## config.mk

```make
export PLATFORM = sky130hd
export DESIGN_NAME = pc_branch_sequencer_flat
export DESIGN_NICKNAME = d
export VERILOG_FILES = /design/src/rtl/pc_branch_sequencer_if.sv /design/src/rtl/pc_branch_sequencer.sv /design/src/flat_wrapper.sv
export SDC_FILE = /design/constraint.sdc
export NUM_CORES = 1
export LEC_CHECK = 0
export BUFFER_PORTS_ARGS = -buffer_cell sky130_fd_sc_hd__buf_4
export CAP_MARGIN = 10
export CORE_UTILIZATION = 28
export DETAILED_ROUTE_END_ITERATION = 6
export GPL_ROUTABILITY_DRIVEN = 0
export SLEW_MARGIN = 20
export SYNTH_ARGS = -nofsm -noshare
export SYNTH_HDL_FRONTEND = slang
export SYNTH_SLANG_ARGS = --single-unit
```

## constraint.sdc

```tcl
create_clock -name clk -period 2.8 [get_ports clk]
set_input_delay 0.42 -clock clk [delete_from_list [all_inputs] [get_ports clk]]
set_output_delay 0.42 -clock clk [all_outputs]
set_load 0.02 [all_outputs]
```

## src/rtl/pc_branch_sequencer_if.sv

```systemverilog
// Fetch-control bundle between branch resolution, the PC sequencer and the fetch mux.
// branch_count is not part of this bundle; it only exists when BRANCH_STATS_EN is defined.
interface pc_branch_sequencer_if #(
  parameter int ADDR_W = 32
);
  logic              stall;
  logic              branch_req;
  logic [ADDR_W-1:0] branch_target;
  logic              halt;
  logic              resume;
  logic [ADDR_W-1:0] pc;
  logic              mux_sel;
  logic              fetch_valid;
  logic              flush;
  logic              halted;

  modport master (
    output stall, branch_req, branch_target, halt, resume,
    input  pc, mux_sel, fetch_valid, flush, halted
  );

  modport slave (
    input  stall, branch_req, branch_target, halt, resume,
    output pc, mux_sel, fetch_valid, flush, halted
  );
endinterface

```

## src/rtl/pc_branch_sequencer.sv

```systemverilog
// Program counter owner: picks redirect / increment / hold / halt each cycle, flushes after branches.
// Optional taken-branch counter enabled by defining BRANCH_STATS_EN.
module pc_branch_sequencer #(
  parameter int                ADDR_W       = 32,
  parameter logic [ADDR_W-1:0] RESET_PC     = '0,
  parameter int                FLUSH_CYCLES = 1
) (
  input  logic                    clk,
  input  logic                    rst_n,
  pc_branch_sequencer_if.slave    bus
`ifdef BRANCH_STATS_EN
  ,
  output logic [15:0]             branch_count
`endif
);

  typedef enum logic [1:0] {
    RUN   = 2'd0,
    FLUSH = 2'd1,
    HALT  = 2'd2
  } state_t;

  localparam logic [3:0] FLUSH_LOAD = 4'(FLUSH_CYCLES);

  state_t            state_reg, state_next;
  logic [ADDR_W-1:0] pc_reg, pc_next;
  logic [3:0]        flush_cnt_reg, flush_cnt_next;
  logic              mux_sel;

  always_ff @(posedge clk or negedge rst_n) begin
    if (!rst_n) begin
      state_reg     <= RUN;
      pc_reg        <= RESET_PC;
      flush_cnt_reg <= 4'd0;
    end else begin
      state_reg     <= state_next;
      pc_reg        <= pc_next;
      flush_cnt_reg <= flush_cnt_next;
    end
  end

  always_comb begin
    state_next     = state_reg;
    pc_next        = pc_reg;
    flush_cnt_next = flush_cnt_reg;
    mux_sel        = 1'b0;
    case (state_reg)
      RUN: begin
        // halt outranks a redirect; a redirect outranks a stall so it is never lost
        if (bus.halt) begin
          state_next = HALT;
        end else if (bus.branch_req) begin
          mux_sel        = 1'b1;
          pc_next        = bus.branch_target;
          flush_cnt_next = FLUSH_LOAD;
          state_next     = FLUSH;
        end else if (!bus.stall) begin
          pc_next = pc_reg + ADDR_W'(1);
        end
      end
      FLUSH: begin
        flush_cnt_next = flush_cnt_reg - 4'd1;
        if (flush_cnt_reg <= 4'd1) begin
          state_next = RUN;
        end
      end
      HALT: begin
        if (bus.resume && !bus.halt) begin
          state_next = RUN;
        end
      end
      default: begin
        state_next = RUN;
      end
    endcase
  end

  assign bus.pc          = pc_reg;
  assign bus.mux_sel     = mux_sel;
  assign bus.fetch_valid = (state_reg == RUN);
  assign bus.flush       = (state_reg == FLUSH);
  assign bus.halted      = (state_reg == HALT);

`ifdef BRANCH_STATS_EN
  logic        branch_accept;
  logic [15:0] branch_count_reg;

  assign branch_accept = (state_reg == RUN) && !bus.halt && bus.branch_req;

  always_ff @(posedge clk or negedge rst_n) begin
    if (!rst_n) begin
      branch_count_reg <= 16'd0;
    end else if (branch_accept && (branch_count_reg != 16'hFFFF)) begin
      branch_count_reg <= branch_count_reg + 16'd1;
    end
  end

  assign branch_count = branch_count_reg;
`endif

endmodule

```

## src/flat_wrapper.sv

```systemverilog
// flat-port wrapper written by rule: the top's interface ports become plain ports
module pc_branch_sequencer_flat 
#(
  parameter int                ADDR_W       = 32,
  parameter logic [ADDR_W-1:0] RESET_PC     = '0,
  parameter int                FLUSH_CYCLES = 1
)
  (clk, rst_n, bus_stall, bus_branch_req, bus_branch_target, bus_halt, bus_resume, bus_pc, bus_mux_sel, bus_fetch_valid, bus_flush, bus_halted);
  pc_branch_sequencer_if #(.ADDR_W(ADDR_W)) bus_i ();
  input  logic clk;
  input  logic rst_n;
  input wire logic [$bits(bus_i.stall)-1:0] bus_stall;
  input wire logic [$bits(bus_i.branch_req)-1:0] bus_branch_req;
  input wire logic [$bits(bus_i.branch_target)-1:0] bus_branch_target;
  input wire logic [$bits(bus_i.halt)-1:0] bus_halt;
  input wire logic [$bits(bus_i.resume)-1:0] bus_resume;
  output wire logic [$bits(bus_i.pc)-1:0] bus_pc;
  output wire logic [$bits(bus_i.mux_sel)-1:0] bus_mux_sel;
  output wire logic [$bits(bus_i.fetch_valid)-1:0] bus_fetch_valid;
  output wire logic [$bits(bus_i.flush)-1:0] bus_flush;
  output wire logic [$bits(bus_i.halted)-1:0] bus_halted;
  assign bus_i.stall = bus_stall;
  assign bus_i.branch_req = bus_branch_req;
  assign bus_i.branch_target = bus_branch_target;
  assign bus_i.halt = bus_halt;
  assign bus_i.resume = bus_resume;
  assign bus_pc = bus_i.pc;
  assign bus_mux_sel = bus_i.mux_sel;
  assign bus_fetch_valid = bus_i.fetch_valid;
  assign bus_flush = bus_i.flush;
  assign bus_halted = bus_i.halted;
  pc_branch_sequencer #(.ADDR_W(ADDR_W), .RESET_PC(RESET_PC), .FLUSH_CYCLES(FLUSH_CYCLES)) u_core (.clk(clk), .rst_n(rst_n), .bus(bus_i));
endmodule
```

* Word level (Yosys, flattened, before mapping) *
Index checks and enable logic that the tools add are counted.

storage, ports and cells
  register bits = 38
  memories = 0
  bits in latches = 0
  RAM bits = 0
  output and inout port bits = 36
  word-level logic and storage cells = 35
  memory bits (read-only) = 0
  input port bits = 38

operators by class
  add/sub/neg operators = 2
  shift operators = 0
  bitwise operators = 1
  reductions and logical operators = 7
  multiplexer cells = 13
  multiply operators = 0
  equality and inequality tests = 8
  $lt $le $gt $ge = 1
  divide/modulo/power cells = 0

operators with widths
  operator                                                         count
  two-way mux 32 bit                                               2
  adder 32 x 1 -> 32 bit (second input constant)                   1
  AND reduction 3 bit                                              3
  two-way mux 2 bit                                                4
  two-way mux 4 bit                                                2
  one-hot mux 4 bit (2 select lines)                               1
  != test 2 x 1 -> 1 bit (second input constant)                   3
  one-hot mux 2 bit (3 select lines)                               1
  less-or-equal comparator 4 x 1 -> 1 bit (second input constant)  1
  != test 2 bit (second input constant)                            2
  subtractor 4 x 1 -> 4 bit (second input constant)                1
  two-way mux 1 bit                                                3
  != test 3 bit (second input constant)                            1
  equality test 2 x 1 -> 1 bit (second input constant)             1
  equality test 2 bit (second input constant)                      1
  logical NOT 2 bit                                                1
  nonzero test 2 bit                                               1
  logical AND 1 bit                                                1
  logical NOT 1 bit                                                1
  NOT 1 bit                                                        1

* Logic depth before layout (Yosys ltp) *
Gate-level depths: netlist of run 1.

  depth after elaboration = 4
  mapped depth = 7
  gate-level depth less buffers = 5

* Least setup slack after synthesis of run 1 *
No wires, ideal clock.

  path kind = register to output
  start = register u_core.state_reg[0]
  end = output bus_mux_sel
  stages on the path, launching flop included = 5
  slack = 0.744 ns
  data arrival time = 1.636 ns
  buffers on the path = 2
  data required time = 2.380 ns
  path through = dfrtp_1 -> clkbuf_1 -> or3_1 -> clkbuf_1 -> nor2_1

on the way
  longest elaborated chain between the ends = 2

RTL lines
  element                   RTL line                   source
  start: declaration        pc_branch_sequencer.sv:25  state_t state_reg, state_next;
  start signal: assignment  pc_branch_sequencer.sv:36  state_reg <= state_next;
  logical NOT 2 bit         pc_branch_sequencer.sv:47  case (state_reg)
  two-way mux 1 bit         pc_branch_sequencer.sv:47
  end: declaration          flat_wrapper.sv:18         output wire logic [$bits(bus_i.mux_sel)-1:0] bus_mux_sel;

Every way passes these cells.

* Worst setup path after layout of run 1 *
Ends and elaborated chain as after synthesis.

==> run_summary.xml, run 1 <==
<?xml version="1.0" encoding="UTF-8"?>
<metrics>
  <group name="yosys">
    <metric name="mappedNetlistNets" unit="">350</metric>
    <metric name="synth_compound_area_share" unit="%">23.2</metric>
    <metric name="post_synth_mux_area_share" unit="%">1.23</metric>
    <metric name="synth_enable_flop_cells" unit="">0</metric>
    <metric name="synth_area_per_cell" unit="sq um">8.24</metric>
    <metric name="yosysWarningCount" unit="">0</metric>
    <metric name="ys_seq_area_share" unit="%">37.3</metric>
    <metric name="synth_xor_area_share" unit="%">0</metric>
    <metric name="mappedNetlistArea" unit="sq mm">0.00255</metric>
    <metric name="async_reset_ff_share" unit="%">100</metric>
    <metric name="yosys.area.top_type_share" unit="%">37.3</metric>
    <metric name="combinational_family_with_the_most_area_after_synthesis" unit="">simple AND/OR/NAND/NOR gates</metric>
    <metric name="synth-simple-area-share" unit="%">31.3</metric>
    <metric name="synth.ff_latch_count" unit="">38</metric>
    <metric name="yosys.area_share.adder" unit="%">1.47</metric>
    <metric name="most_common_flop_cell_mapped_by_yosys" unit="">sky130_fd_sc_hd__dfrtp_1</metric>
    <metric name="synth_top_cell_by_area" unit="">sky130_fd_sc_hd__dfrtp_1</metric>
    <metric name="top_cells_by_area_synth" unit="">sky130_fd_sc_hd__dfrtp_1 37%, sky130_fd_sc_hd__nor3_1 4.5%, sky130_fd_sc_hd__nand4_1 3.9%</metric>
    <metric name="number_of_different_library_cells_in_the_post_synthesis_netlist" unit="">53</metric>
    <metric name="syn_inst" unit="">309</metric>
  </group>
  <group name="setup_path">
    <metric name="setup.worst_path.end_class" unit="">output port</metric>
    <metric name="crit_end" unit="">bus_mux_sel</metric>
    <metric name="path_cells" unit="">or3_1 -&gt; nor2_1 -&gt; buf_4</metric>
    <metric name="critPathRequiredTime" unit="ps">2380</metric>
    <metric name="cp.buffers_inverters" unit="">1</metric>
    <metric name="crit-reg2reg-launch" unit="">u_core.bus.pc[2]</metric>
    <metric name="path_delay_family" unit="">simple AND/OR/NAND/NOR gates</metric>
    <metric name="worst_ep_arrival_time" unit="ps">1960</metric>
    <metric name="worst-r2r-setup-slack" unit="ps">660</metric>
    <metric name="reg2reg_depth" unit="">4</metric>
    <metric name="timing.setup.critical_path_class" unit="">reg2out</metric>
    <metric name="worstReg2RegEnd" unit="">u_core.bus.pc[23]</metric>
    <metric name="timing.critical_path.from" unit="">u_core.state_reg[0]</metric>
    <metric name="number_of_cells_on_the_critical_path" unit="">3</metric>
    <metric name="critPathMaxStageDelay" unit="ps">700</metric>
    <metric name="critPathSlowestCell" unit="">sky130_fd_sc_hd__or3_1</metric>
    <metric name="worstPathMaxFanout" unit="">20</metric>
    <metric name="critical_path.startpoint_type" unit="">flip-flop</metric>
  </group>
  <group name="layout">
    <metric name="layout-drive-gt1-share" unit="%">25.7</metric>
    <metric name="syn2layout_area_growth" unit="%">30.6</metric>
    <metric name="ff_latch_area" unit="sq um">951</metric>
    <metric name="footprint_of_the_multi_input_gates" unit="sq mm">0.00146</metric>
    <metric name="final_cell_mix" unit="">83 x sky130_fd_sc_hd__buf_4, 38 x sky130_fd_sc_hd__dfrtp_1, 23 x sky130_fd_sc_hd__nor2_1</metric>
    <metric name="mostFrequentLayoutCell" unit="">sky130_fd_sc_hd__buf_4</metric>
    <metric name="num-nets-final" unit="">417</metric>
    <metric name="antenna_cells" unit="">0</metric>
    <metric name="final_core_utilization" unit="%">37.9</metric>
    <metric name="largest_reg_flops" unit="">32</metric>
    <metric name="n_fill_cell" unit="">915</metric>
  </group>
  <group name="timing">
    <metric name="slew-limit-headroom" unit="%">49.1</metric>
    <metric name="timing.setup.tns" unit="ps">0</metric>
    <metric name="setup_viol_count_final" unit="">0</metric>
    <metric name="rsz0062_at_grt" unit="">no</metric>
    <metric name="worst-slew-pin-transition" unit="ps">757</metric>
    <metric name="fin_worst_hold_slack" unit="ps">86.9</metric>
    <metric name="fin_skew" unit="ps">9.92</metric>
    <metric name="final-max-slew-violation-count" unit="">0</metric>
    <metric name="clock_period_minus_worst_slack" unit="ps">2380</metric>
    <metric name="finalHoldViolations" unit="">0</metric>
    <metric name="fmaxAchievable" unit="GHz">0.420</metric>
    <metric name="timing.final.crit_share" unit="%">85.1</metric>
  </group>
  <group name="clock_network">
    <metric name="cts-buffers-inserted" unit="">5</metric>
    <metric name="cts.path.max_buffers" unit="">2</metric>
    <metric name="cts_root_buf" unit="">sky130_fd_sc_hd__clkbuf_8</metric>
    <metric name="cts_setup_buffers" unit="">0</metric>
    <metric name="post_cts_resize_count" unit="">0</metric>
    <metric name="deepest_level_of_the_cts_h_tree" unit="">2</metric>
    <metric name="cts_hold_buffers_added" unit="">0</metric>
    <metric name="clkLatencyLatePin" unit="ps">300</metric>
    <metric name="clkSlewWorstSetupHoldPaths" unit="ps">80</metric>
    <metric name="clock_sinks" unit="">38</metric>
    <metric name="tritoncts" unit="">done</metric>
  </group>
  <group name="floorplanning">
    <metric name="die_span_in_y" unit="um">97.4</metric>
    <metric name="top_level_ports" unit="">74</metric>
    <metric name="total_die_area" unit="sq mm">0.00948</metric>
    <metric name="chipWidth" unit="um">97.4</metric>
    <metric name="rows" unit="">34</metric>
    <metric name="design.core.area" unit="sq mm">0.00876</metric>
    <metric name="start_util" unit="%">29.1</metric>
  </group>
  <group name="min_path">
    <metric name="worstHoldPathType" unit="">in2async</metric>
  </group>
  <group name="routing">
    <metric name="detail_routed_via_count_per_cell" unit="">5.75</metric>
    <metric name="post-route-drc-count" unit="">0</metric>
    <metric name="detail-route-antenna-nets" unit="">0</metric>
    <metric name="wl_per_cell" unit="um">17.0</metric>
    <metric name="drtPass1Iterations" unit="">5</metric>
    <metric name="via_count" unit="">2789</metric>
    <metric name="drt_iter0_markers" unit="">208</metric>
    <metric name="wl" unit="um">8270</metric>
  </group>
  <group name="run_status">
    <metric name="outcome" unit="">finished clean</metric>
  </group>
  <group name="global_routing">
    <metric name="track_usage" unit="%">17.7</metric>
    <metric name="grt_start_max_net_pins" unit="">39</metric>
    <metric name="gr-total-overflow" unit="">0</metric>
    <metric name="global_route_wire_length_before_repair" unit="um">13500</metric>
    <metric name="antenna_found_initial" unit="">0</metric>
    <metric name="first_global_vias" unit="">2644</metric>
  </group>
  <group name="pwr">
    <metric name="max-vdd-ir-drop" unit="uV">312</metric>
    <metric name="leakage" unit="nW">1.41</metric>
    <metric name="power.share.sequential" unit="%">38.8</metric>
    <metric name="power_switching_share" unit="%">42.1</metric>
    <metric name="power.density" unit="mW/mm^2">737</metric>
    <metric name="clock_power_share" unit="%">20.1</metric>
    <metric name="cellInternalPower" unit="mW">1.42</metric>
    <metric name="net-switching-power" unit="mW">1.03</metric>
    <metric name="combPwrFrac" unit="%">41.1</metric>
  </group>
  <group name="run">
    <metric name="drv_cap" unit="">0</metric>
  </group>
  <group name="place">
    <metric name="number_of_input_and_output_port_buffers_inserted" unit="">73</metric>
    <metric name="place.detailed.hpwl" unit="um">5800</metric>
  </group>
</metrics>
-- power groups by stage --
stage               combinational [mW]  clock, mW  sequential (mW)
global placement                  1.00          0            0.954
finish                            1.01      0.493            0.949
detailed placement                1.01          0            0.952
CTS                               1.01      0.495            0.945
floorplan                        0.476          0             1.05
global route                      1.11      0.512            0.984
-- cells in the mapped netlist (2+ instances only) --
| cell type | instances |
|---|---|
| sky130_fd_sc_hd__or3_1 | 9 |
| sky130_fd_sc_hd__a211oi_1 | 5 |
| sky130_fd_sc_hd__and2_1 | 3 |
| sky130_fd_sc_hd__nand3_1 | 11 |
| sky130_fd_sc_hd__nor2_1 | 23 |
| sky130_fd_sc_hd__inv_1 | 12 |
| sky130_fd_sc_hd__a22oi_1 | 5 |
| sky130_fd_sc_hd__o31ai_1 | 2 |
| sky130_fd_sc_hd__o41ai_1 | 4 |
| sky130_fd_sc_hd__nand2b_1 | 3 |
| sky130_fd_sc_hd__mux2i_1 | 2 |
| sky130_fd_sc_hd__nand4_1 | 16 |
| sky130_fd_sc_hd__nand2_1 | 18 |
| sky130_fd_sc_hd__dfrtp_1 | 38 |
| sky130_fd_sc_hd__a311o_1 | 2 |
| sky130_fd_sc_hd__nor4_1 | 12 |
| sky130_fd_sc_hd__a311oi_1 | 6 |
| sky130_fd_sc_hd__o22ai_1 | 3 |
| sky130_fd_sc_hd__nor3_1 | 23 |
| sky130_fd_sc_hd__o21ai_0 | 16 |
| sky130_fd_sc_hd__nand3_2 | 2 |
| sky130_fd_sc_hd__ha_1 | 3 |
| sky130_fd_sc_hd__a21oi_1 | 13 |
| sky130_fd_sc_hd__a22o_1 | 6 |
| sky130_fd_sc_hd__nor2b_1 | 5 |
| sky130_fd_sc_hd__o2bb2ai_1 | 4 |
| sky130_fd_sc_hd__o311ai_0 | 5 |
| sky130_fd_sc_hd__and3_1 | 14 |
| sky130_fd_sc_hd__clkbuf_1 | 20 |
-- area by class of cell --
| cell class | count | share of cell area, % |
|---|---|---|
| inverters | 12 | 1.35 |
| clock buffers | 6 | 2.18 |
| well taps | 108 | 4.06 |
| multi-input cells | 236 | 43.9 |
| flip-flops and latches | 38 | 28.6 |
| repair buffers | 83 | 18.7 |
| clock inverters | 2 | 1.13 |
-- kinds of logic after synthesis --
kind of cell / count (synthesis)
adders and majority gates: 3
buffers and inverters: 35
and+or+nand+nor: 147
muxes: 3
DFF: 38
AOI/OAI and AO/OA: 83
-- worst min path at each step --
stage,end,from,depth (start not counted)
floorplan,u_core.bus.pc[0],rst_n,0
detailed placement,u_core.flush_cnt_reg[0],rst_n,1
global placement,u_core.flush_cnt_reg[0],rst_n,1
CTS,u_core.flush_cnt_reg[0],rst_n,1
global route,u_core.flush_cnt_reg[0],rst_n,1
finish,u_core.flush_cnt_reg[0],rst_n,1
-- stage by stage --
stage                     area (sq um)  power [mW]  std cells  worst slack, ps
after floorplan                   2550        1.53        309              744
after CTS                         3330        2.45        485              415
after detailed placement          3220        1.96        477              695
after global routing              3330        2.60        485              271
after global placement            3220        1.96        477              676
final                             3330        2.45        485              416
-- worst register-to-register path: cells and delay by family (launching register included) --
| family | cells | cell delay (ps) |
|---|---|---|
| AND/OR/NAND/NOR | 4 | 1590 |
| flip-flops | 1 | 480 |
-- metal layers --
metal	part of all wire (%)	GRT usage, %	vias up
met3	7.0	3.45	17
met4	2.3	6.90	0
met1	46	25.5	1320
met2	45	25.8	126
met5	0	0	-
li1	-	-	1326
(Power assumes the default switching activity.)
==> inputs of run 2 (changes only) <==
CORE_UTILIZATION = 54   (was 28)
PLACE_DENSITY = 0.83   (was unset)
==> run_summary.xml, run 2 (same netlist as run 1, synthesis figures left out) <==
<?xml version="1.0" encoding="UTF-8"?>
<metrics>
  <group name="timing">
    <metric name="slew-limit-headroom" unit="%">49.8</metric>
    <metric name="worst-slew-pin-transition" unit="ps">746</metric>
    <metric name="fmaxAchievable" unit="GHz">0.427</metric>
    <metric name="clock_period_minus_worst_slack" unit="ps">2340</metric>
    <metric name="rsz0062_at_grt" unit="">no</metric>
    <metric name="finalHoldViolations" unit="">0</metric>
    <metric name="final-max-slew-violation-count" unit="">0</metric>
    <metric name="setup_viol_count_final" unit="">0</metric>
    <metric name="fin_worst_hold_slack" unit="ps">94.8</metric>
    <metric name="timing.setup.tns" unit="ps">0</metric>
    <metric name="timing.final.crit_share" unit="%">83.7</metric>
    <metric name="fin_skew" unit="ps">8.02</metric>
  </group>
  <group name="setup_path">
    <metric name="worst_ep_arrival_time" unit="ps">1920</metric>
    <metric name="crit-reg2reg-launch" unit="">u_core.state_reg[0]</metric>
    <metric name="worstReg2RegEnd" unit="">u_core.bus.pc[7]</metric>
    <metric name="critical_path.startpoint_type" unit="">flip-flop</metric>
    <metric name="setup.worst_path.end_class" unit="">output port</metric>
    <metric name="critPathRequiredTime" unit="ps">2380</metric>
    <metric name="worstPathMaxFanout" unit="">20</metric>
    <metric name="worst-r2r-setup-slack" unit="ps">660</metric>
    <metric name="timing.setup.critical_path_class" unit="">reg2out</metric>
    <metric name="reg2reg_depth" unit="">5</metric>
  </group>
  <group name="clock_network">
    <metric name="cts-buffers-inserted" unit="">5</metric>
    <metric name="cts_setup_buffers" unit="">0</metric>
    <metric name="cts_hold_buffers_added" unit="">0</metric>
    <metric name="clkLatencyLatePin" unit="ps">290</metric>
    <metric name="cts.path.max_buffers" unit="">2</metric>
    <metric name="tritoncts" unit="">done</metric>
    <metric name="cts_root_buf" unit="">sky130_fd_sc_hd__clkbuf_8</metric>
    <metric name="clock_sinks" unit="">38</metric>
    <metric name="post_cts_resize_count" unit="">0</metric>
    <metric name="deepest_level_of_the_cts_h_tree" unit="">2</metric>
    <metric name="clkSlewWorstSetupHoldPaths" unit="ps">80</metric>
  </group>
  <group name="layout">
    <metric name="syn2layout_area_growth" unit="%">26.8</metric>
    <metric name="num-nets-final" unit="">418</metric>
    <metric name="n_fill_cell" unit="">365</metric>
    <metric name="layoutNonFillerInstCount" unit="">429</metric>
    <metric name="antenna_cells" unit="">0</metric>
    <metric name="final_cell_mix" unit="">84 x sky130_fd_sc_hd__buf_4, 38 x sky130_fd_sc_hd__dfrtp_1, 23 x sky130_fd_sc_hd__nor2_1</metric>
    <metric name="largest_reg_flops" unit="">32</metric>
    <metric name="layout-drive-gt1-share" unit="%">25.5</metric>
    <metric name="footprint_of_the_multi_input_gates" unit="sq mm">0.00146</metric>
    <metric name="ff_latch_area" unit="sq um">951</metric>
    <metric name="mostFrequentLayoutCell" unit="">sky130_fd_sc_hd__buf_4</metric>
  </group>
  <group name="pwr">
    <metric name="power_switching_share" unit="%">42.9</metric>
    <metric name="power.share.sequential" unit="%">40.6</metric>
    <metric name="combPwrFrac" unit="%">43.7</metric>
    <metric name="net-switching-power" unit="mW">0.995</metric>
    <metric name="power" unit="mW">2.32</metric>
    <metric name="clock_power_share" unit="%">15.7</metric>
    <metric name="power.density" unit="mW/mm^2">719</metric>
    <metric name="cellInternalPower" unit="mW">1.33</metric>
    <metric name="max-vdd-ir-drop" unit="uV">452</metric>
    <metric name="leakage" unit="nW">1.40</metric>
  </group>
  <group name="floorplanning">
    <metric name="start_util" unit="%">57.3</metric>
    <metric name="total_die_area" unit="sq mm">0.00500</metric>
    <metric name="top_level_ports" unit="">74</metric>
    <metric name="die_span_in_y" unit="um">70.7</metric>
    <metric name="design.core.area" unit="sq mm">0.00444</metric>
    <metric name="chipWidth" unit="um">70.7</metric>
    <metric name="rows" unit="">24</metric>
  </group>
  <group name="routing">
    <metric name="wl" unit="um">7500</metric>
    <metric name="drtPass1Iterations" unit="">7</metric>
    <metric name="post-route-drc-count" unit="">6</metric>
    <metric name="wl_per_cell" unit="um">17.5</metric>
    <metric name="detail_routed_via_count_per_cell" unit="">6.62</metric>
    <metric name="detail-route-antenna-nets" unit="">0</metric>
    <metric name="drt_iter0_markers" unit="">390</metric>
    <metric name="via_count" unit="">2841</metric>
  </group>
  <group name="global_routing">
    <metric name="gr-total-overflow" unit="">0</metric>
    <metric name="first_global_vias" unit="">2651</metric>
    <metric name="track_usage" unit="%">31.0</metric>
    <metric name="antenna_found_initial" unit="">0</metric>
    <metric name="global_route_wire_length_before_repair" unit="um">12300</metric>
    <metric name="grt_start_max_net_pins" unit="">39</metric>
  </group>
  <group name="place">
    <metric name="place.detailed.hpwl" unit="um">5160</metric>
    <metric name="number_of_input_and_output_port_buffers_inserted" unit="">73</metric>
    <metric name="dpl.cell_count" unit="">422</metric>
  </group>
  <group name="run_status">
    <metric name="outcome" unit="">complete, but fails checks</metric>
    <metric name="violations_in_the_final_reports" unit="">DRC</metric>
  </group>
  <group name="run">
    <metric name="drv_cap" unit="">0</metric>
  </group>
  <group name="min_path">
    <metric name="worstHoldPathType" unit="">in2async</metric>
  </group>
</metrics>
run 2: worst max path at each step:
stage / startpoint / endpoint / slack [ps]
2_1_floorplan: u_core.state_reg[0] / bus_mux_sel / 740
3_3_place_gp: bus_halt / u_core.bus.pc[7] / 760
3_5_place_dp: u_core.state_reg[0] / u_core.bus.pc[7] / 710
4_1_cts: u_core.state_reg[0] / bus_mux_sel / 480
5_1_grt: u_core.state_reg[0] / bus_mux_sel / 360
6_report: u_core.state_reg[0] / bus_mux_sel / 460
run 2: critical path, cell delays in order, from the launching register on:
cell	delay (ps)
sky130_fd_sc_hd__dfrtp_1	480
sky130_fd_sc_hd__or3_1	730
sky130_fd_sc_hd__nor2_1	250
sky130_fd_sc_hd__buf_4	170
run 2: through the flow:
stage / instance area [sq um] / setup slack [ps] / util, %
floorplan: 2550 / 744 / -
global placement: 3150 / 762 / 70.9
detailed placement: 3150 / 706 / 70.9
CTS: 3230 / 481 / 72.7
global route: 3230 / 358 / 72.7
finish: 3230 / 457 / 72.7
run 2: power by group through the flow:
stage	Clock [mW]	Sequential, mW	Combinational, mW
6_report	0.364	0.944	1.01
5_1_grt	0.385	0.972	1.11
4_1_cts	0.370	0.937	1.01
3_5_place_dp	0	0.946	1.01
3_3_place_gp	0	0.937	0.987
2_1_floorplan	0	1.05	0.476
run 2: routing by layer:
| layer | vias up | GRT usage, % | wire length, um |
|---|---|---|---|
| met3 | 22 | 4.84 | 624 |
| li1 | 1325 | - | - |
| met1 | 1328 | 41.6 | 3170 |
| met5 | - | 0 | 0 |
| met2 | 166 | 50.7 | 3530 |
| met4 | 0 | 11.8 | 183 |
run 2: layout make-up:
class                           count  share of cell area, %
Multi-Input combinational cell    236                   45.3
Inverter                           12                   1.39
Clock buffer                        7                   2.36
Timing Repair Buffer               84                   19.5
Sequential cell                    38                   29.4
Tap cell                           52                   2.01
